<file path="src/rtl/sync_fifo_reader.sv">
// Read-side master for sync_fifo: pops words on credit and re-presents them on a valid/ready
// stream through a 2-entry buffer. Define FIFO_READER_LAST_EN to enable burst m_last generation.
module sync_fifo_reader #(
    parameter int unsigned WIDTH     = 16,
    parameter int unsigned CNT_WIDTH = 32,
    parameter int unsigned BURST_LEN = 4
) (
    input  logic                 clock,
    input  logic                 rst_n,
    input  logic                 fifo_empty,
    output logic                 fifo_rd_en,
    input  logic [WIDTH-1:0]     fifo_dout,
    output logic                 m_valid,
    input  logic                 m_ready,
    output logic [WIDTH-1:0]     m_data,
    output logic                 m_last,
    output logic [CNT_WIDTH-1:0] word_cnt
);

    typedef enum logic [1:0] {StEmpty, StOne, StTwo} occ_e;

    occ_e                 state_q, state_d;
    logic                 inflight_q;
    logic [WIDTH-1:0]     head_q, head_d, tail_q, tail_d;
    logic [CNT_WIDTH-1:0] word_cnt_q;
    logic                 hs;
    logic [1:0]           occ;
    logic [1:0]           occ_pop;
    logic [2:0]           credit_sum;
    logic [2:0]           credit_lim;

    always_ff @(posedge clock) begin
        if (!rst_n) begin
            state_q    <= StEmpty;
            inflight_q <= 1'b0;
            head_q     <= '0;
            tail_q     <= '0;
            word_cnt_q <= '0;
        end else begin
            state_q    <= state_d;
            inflight_q <= fifo_rd_en;
            head_q     <= head_d;
            tail_q     <= tail_d;
            if (hs) begin
                word_cnt_q <= word_cnt_q + CNT_WIDTH'(1);
            end
        end
    end

    always_comb begin
        state_d = state_q;
        case (state_q)
            StEmpty: if (inflight_q) state_d = StOne;
            StOne: begin
                if (inflight_q && !hs) begin
                    state_d = StTwo;
                end else if (!inflight_q && hs) begin
                    state_d = StEmpty;
                end
            end
            StTwo:   if (hs && !inflight_q) state_d = StOne;
            default: state_d = StEmpty;
        endcase
    end

    always_comb begin
        m_valid = 1'b0;
        occ     = 2'd0;
        case (state_q)
            StOne: begin
                m_valid = 1'b1;
                occ     = 2'd1;
            end
            StTwo: begin
                m_valid = 1'b1;
                occ     = 2'd2;
            end
            default: ;
        endcase
        hs         = m_valid && m_ready;
        // credit = occ + inflight - hs < 2, rearranged to stay unsigned
        credit_sum = {1'b0, occ} + {2'b00, inflight_q};
        credit_lim = hs ? 3'd3 : 3'd2;
        fifo_rd_en = rst_n && !fifo_empty && (credit_sum < credit_lim);
    end

    // Pop first, then the arriving word lands in the first free slot.
    always_comb begin
        head_d  = head_q;
        tail_d  = tail_q;
        occ_pop = occ - {1'b0, hs};
        if (hs && state_q == StTwo) begin
            head_d = tail_q;
        end
        if (inflight_q) begin
            if (occ_pop == 2'd0) begin
                head_d = fifo_dout;
            end else begin
                tail_d = fifo_dout;
            end
        end
    end

    assign m_data   = head_q;
    assign word_cnt = word_cnt_q;

`ifdef FIFO_READER_LAST_EN
    localparam int unsigned BcW = (BURST_LEN > 1) ? $clog2(BURST_LEN) : 1;

    logic [BcW-1:0] burst_q, burst_d;
    logic           head_last_q, head_last_d, tail_last_q, tail_last_d;
    logic           arr_last;

    always_ff @(posedge clock) begin
        if (!rst_n) begin
            burst_q     <= '0;
            head_last_q <= 1'b0;
            tail_last_q <= 1'b0;
        end else begin
            burst_q     <= burst_d;
            head_last_q <= head_last_d;
            tail_last_q <= tail_last_d;
        end
    end

    // An arriving word sits behind occ buffered words, so its burst position is burst_q + occ.
    always_comb begin
        arr_last = ((int'(burst_q) + int'(occ)) % int'(BURST_LEN)) == (int'(BURST_LEN) - 1);
        burst_d  = burst_q;
        if (hs) begin
            burst_d = (int'(burst_q) == int'(BURST_LEN) - 1) ? '0 : burst_q + BcW'(1);
        end
        head_last_d = head_last_q;
        tail_last_d = tail_last_q;
        if (hs && state_q == StTwo) begin
            head_last_d = tail_last_q;
        end
        if (inflight_q) begin
            if (occ_pop == 2'd0) begin
                head_last_d = arr_last;
            end else begin
                tail_last_d = arr_last;
            end
        end
    end

    assign m_last = m_valid && head_last_q;
`else
    logic unused_burst_len;
    assign unused_burst_len = (BURST_LEN != 0);
    assign m_last           = 1'b0;
`endif

endmodule
</file>
<file path="config.mk">
export PLATFORM = sky130hd
export DESIGN_NAME = sync_fifo_reader
export DESIGN_NICKNAME = d
export VERILOG_FILES = /design/src/rtl/sync_fifo_reader.sv
export SDC_FILE = /design/constraint.sdc
export NUM_CORES = 1
export LEC_CHECK = 0
export BUFFER_PORTS_ARGS = -buffer_cell sky130_fd_sc_hd__buf_2
export CAP_MARGIN = 20
export CORE_MARGIN = 4
export CORE_UTILIZATION = 46
export CTS_CLUSTER_SIZE = 20
export DETAILED_ROUTE_END_ITERATION = 6
export GPL_ROUTABILITY_DRIVEN = 0
export PLACE_DENSITY = 0.8
export SLEW_MARGIN = 20
export SYNTH_ARGS = -nofsm -noshare
export SYNTH_HDL_FRONTEND = slang
export SYNTH_SLANG_ARGS = --single-unit
</file>
<file path="constraint.sdc">
create_clock -name clock -period 2.71 [get_ports clock]
set_clock_uncertainty 0.2 [all_clocks]
set_input_delay 0.4065 -clock clock [delete_from_list [all_inputs] [get_ports clock]]
set_output_delay 0.4065 -clock clock [all_outputs]
set_load 0.05 [all_outputs]
</file>
### Word level (Yosys, flattened, before mapping)

Index checks and enable logic that the tools add are counted.

* input bits: 20
* output and inout port bits: 51
* bits in registers: 67
* word-level logic and storage cells: 40

* mux-type cells: 11
* $lt $le $gt $ge: 1
* equality and inequality tests: 5
* reductions and logical operators: 14
* add/subtract/negate cells: 3
* bitwise logic cells: 1

Operator list (number)
* 16-bit two-way mux: 3
* 32-bit by 1-bit adder with 32-bit output (second input constant): 1
* 2-bit two-way mux: 4
* 1-bit logical AND: 6
* 2-bit case mux with 3 select lines: 1
* 2-bit logical NOT: 2
* 2-bit != test (second input constant): 2
* 2-bit case mux with 2 select lines: 1
* 2-bit by 1-bit adder with 3-bit output: 1
* 1-bit logical NOT: 3
* 3-bit by 2-bit less-than comparator with 1-bit output: 1
* 3-bit != test (second input constant): 1
* 3-bit AND reduction: 1
* 2-bit by 1-bit == test with 1-bit output (second input constant): 1
* 2-bit == test (second input constant): 1
* 1-bit two-way mux: 2
* 2-bit AND reduction: 1
* 2-bit OR reduction: 1
* 2-bit by 1-bit subtractor with 2-bit output: 1
* 1-bit inverter: 1

### Logic depth before layout (Yosys ltp)

* depth in word-level cells: 8
* depth in mapped cells: 8
* mapped depth without buffers: 7

### Worst setup path before layout

No wires, ideal clock.

* path type: register to output
* from: register state_q[0]
* to: output fifo_rd_en
* stages on the path, launching flop included: 6
* buffers on the path: 0
* data required time: 2.104 ns
* arrival: 3.157 ns
* slack: -1.053 ns
* cells stage by stage: dfxtp_1 > inv_1 > ha_1 > nand2_1 > o21ai_0 > nor4b_1

* longest elaborated chain between the ends: 7
* elaborated cells on any way between the ends: 10
* those cells by class: add/sub (1); order compare (1); eq/ne (2); mux (3); reduce/logical (3)

Ends and longest elaborated chain
* start: declaration: line 22 `occ_e state_q, state_d;`
* start signal: assignment: line 34 `state_q <= StEmpty;`
* start signal: assignment: line 40 `state_q <= state_d;`
* 2-bit == test or 2-bit by 1-bit == test with 1-bit output (tied branches): line 69 `case (state_q)`
* 2-bit OR reduction (no source line) *
* 1-bit two-way mux *: line 69
* named net m_valid: line 13 `output logic m_valid,`
* 1-bit logical AND *: line 80 `hs = m_valid && m_ready;`
* 1-bit two-way mux *: line 83 `credit_lim = hs ? 3'd3 : 3'd2;`
* 3-bit by 2-bit less-than comparator with 1-bit output *: line 84 `fifo_rd_en = rst_n && !fifo_empty && (credit_sum < credit_lim);`
* 1-bit logical AND *: line 84
* end: declaration: line 11 `output logic fifo_rd_en,`

The timed path passes the listed nets; every way through them passes the cells marked *.

### Worst setup path after layout

* from: register state_q[0]
* to: output fifo_rd_en

* longest elaborated chain between the ends: 7
* elaborated cells on any way between the ends: 10
* those cells by class: add/sub (1); order compare (1); eq/ne (2); mux (3); reduce/logical (3)

Ends and longest elaborated chain (line)
* parallel branches: the longest is 5 deep, another holds 2-bit by 1-bit adder with 3-bit output
* 3-bit by 2-bit less-than comparator with 1-bit output *: 84
* 1-bit logical AND *: 84

Mark *: on every way between the ends.

==> summary.txt <==
total power = 0.00256 W
f_max = 394 MHz
initial antenna violation count = 0
RSZ-0062 raised after global routing = false
post-detailed-route wirelength per cell = 14.5 um
die extent in y = 90.2 um
vias in the first global route = 2,731
startpoint types = register
Num CTS Buffers = 9
PortBufs = 69
Clk pwr share = 0.369
Synthesized Nets = 387
1st-iter DRT viols = 107
core area = 6460 um2
H-tree levels = 3
CTS tree = done
Post-Syn Instances = 358
via count = 2,910
Most common cell on crit path = ha_1
Slew Limit Fails = 0
Total Die Area = 8140 um2
Via-to-Cell Ratio = 5.76
ant diodes = 0
cell count after placement = 489
Seq/Total Area, Yosys = 0.431
Leak Pwr = 1.60 nW
CP max-delay cell = dfxtp_2
# DRC = 0
GR Overflow Total = 0
min cycle time layout = 2.54 ns
final period utilization = 0.937
Netlist cell types = 37
Clock Sinks = 67
WL final = 7.30 mm
Post-Place Setup Slack = 0.0879 ns
Hold Path Depth = 2
nets@finish = 452
Flop pwr share = 0.427
Final Hold Fails = 0
Synth Cell Area = 3110 um2
sw power = 0.000821 W
maximum buffer depth of the clock tree = 2
Hold Crit Class = input port to register
I/O pins = 71
total track usage = 0.184
CTS Hold Bufs = 0
tightest hold margin = 0.0781 ns
CP Data Required Time = 2.10 ns
maxcap violations = 0
Setup crit end kind = primary output
Syn Area/Cell = 8.69 um2
Slew @ Worst Pin = 0.633 ns
Critical Path Fanout Max = 5
fin cells = 505
Rows = 29
CP max stage delay = 0.37 ns
Setup Crit Path Kind = register to primary output
Arrival @ worst endpoint = 1.93 ns
maximum vdd ir drop = 0.000500 V
TNS Setup = 0 ns
worst skew pair latency = 0.35 ns
largest net degree at the start of global routing = 63
first-pass GRT wire length = 12.5 mm
Pwr Density = 676 nW/um2
yosys warns = 0
switching portion of total power = 0.321
Finish-stage setup viols = 0
Cell Chain, Critical Path = inv_1 > ha_1 > ha_1 > o21ai_1 > nor4b_4 > buf_6
Die X = 90.2 um
initial core utilization = 0.482
status = finished clean
relative slew slack = 0.578
FF-to-FF path depth = 6
Int Power = 0.00174 W
root buf cell = clkbuf_8
DP Wirelength = 5.09 mm
combinational power share = 0.204
Synth Register Bits = 67
Pre-Repair DR Iteration Count = 4
CTS clk-pin slew, worst paths = 0.07 ns
final setup margin = 0.170 ns
Layout area overhead = 21.5%
DRT antenna net count = 0
layout cells sized above 1 = 0.241
post-CTS setup buffers = 0
[area by class of cell]
type | instances | area (um2)
sequential | 67 | 1340
multi-input combinational | 256 | 1660
clock inverter | 7 | 101
tap | 77 | 96.3
fill | 577 | 2680
timing repair buffer | 77 | 412
inverter | 12 | 45.0
clock buffer | 9 | 124
[power by group through the flow]
stage	registers (W)	clock network [W]	logic (W)
detailed placement	0.00111	0	0.000509
floorplan	0.00125	0	0.000253
CTS	0.00109	0.000961	0.000511
global placement	0.00111	0	0.000493
finish	0.00109	0.000944	0.000522
global route	0.00110	0.00102	0.000565
[worst max-delay path: cells and delay by family (launching register included)]
kind                       cells  cell delay (ns)
and+or+nand+nor                1             0.22
adders and majority gates      2             0.60
AOI/OAI and AO/OA              1             0.10
DFF                            1             0.37
buffers and inverters          2             0.30
[cell usage in the layout, fill, tap and decap left out, types with 2 or more instances in the layout]
master / count
buf_2: 68
xor2_1: 3
nand3_1: 25
nand4_1: 8
a21oi_1: 18
nor3_1: 4
or4_1: 12
and4_1: 2
nand2b_1: 6
dfxtp_1: 65
o31ai_1: 10
nor2_1: 46
xnor2_1: 8
clkinv_4: 2
dfxtp_2: 2
o21ai_0: 6
nor4_1: 6
a311oi_1: 16
and3_1: 3
nand2_1: 32
or3_1: 6
clkbuf_8: 9
clkinvlp_4: 2
mux2i_1: 22
bufinv_16: 2
buf_4: 8
or4_4: 2
ha_1: 8
inv_1: 11
[routing by layer]
metal	share of wire	GRT usage	vias up
met5	0	0	-
met4	0.024	0.0880	0
met3	0.054	0.0467	16
met2	0.48	0.297	87
met1	0.44	0.229	1387
li1	-	-	1420
[path summary, 6_finish.rpt]
path / startpoint / endpoint / slack [ns]
hold / removal: fifo_empty / inflight_q$_SDFF_PN0_ / 0.08
setup / recovery: state_q[0]$_SDFFE_PN0P_ / fifo_rd_en / 0.17
hold reg to reg: m_data[2]$_SDFF_PN0_ / m_data[2]$_SDFF_PN0_ / 0.29
setup reg to reg: state_q[0]$_SDFFE_PN0P_ / word_cnt[18]$_SDFFE_PN0P_ / 0.21
[Yosys cell counts]
cell       n  area (um2)
or4_1     12        90.1
nand2_1   32         120
nand3_4    1        17.5
nand4_1    8        50.1
a222oi_1   1        10.0
o21ai_0    7        35.0
inv_2      1        3.75
nand2b_1   6        37.5
or3_1      6        37.5
xnor2_1    8        70.1
ha_1       9         113
and3_1     3        18.8
nand3_1   25         125
and4_1     2        17.5
nor3_1     4        20.0
o31ai_2    1        12.5
buf_4      2        15.0
nand3b_1   1        7.51
nand4_2    1        12.5
xor2_1     3        26.3
nor2_1    46         173
or4_4      2        22.5
nor4_1     6        37.5
nor4b_1    2        17.5
mux2i_1   22         220
buf_2      1        5.00
a21boi_0   1        7.51
buf_6      1        11.3
a311oi_1  16         140
conb_1     1        3.75
and2_1     1        6.26
a21oi_1   18        90.1
clkbuf_1  19        71.3
inv_1     11        41.3
dfxtp_1   67        1340
and3b_1    1        8.76
o31ai_1   10        75.1
[kinds of logic after synthesis]
group                      synth area share
adders and majority gates            0.0362
other                               0.00121
DFF                                   0.431
buffers and inverters                0.0474
muxes                                0.0708
and+or+nand+nor                       0.263
xor gates and xnor gates             0.0310
AOI/OAI and AO/OA                     0.119
[stage by stage]
step | cell area, um2 | utilization
after floorplan | 3130 | -
after global placement | 3540 | 0.548
after detailed placement | 3540 | 0.548
after CTS | 3760 | 0.583
after global routing | 3780 | 0.585
final | 3780 | 0.585
[timing repair]
| action | CTS | global route |
|---|---|---|
| setup endpoints to repair | 1 | 5 |
| resized for setup | 2 | 4 |
| gates cloned | 0 | 0 |
| hold endpoints to repair | 0 | 0 |
[flip-flops by register name (all words and copies together) (netlist names)]
signal / cells
state_q: 2
word_cnt: 32
m_data: 16
inflight_q: 1
tail_q: 16
No activity file was read; power rests on OpenSTA's default activity.
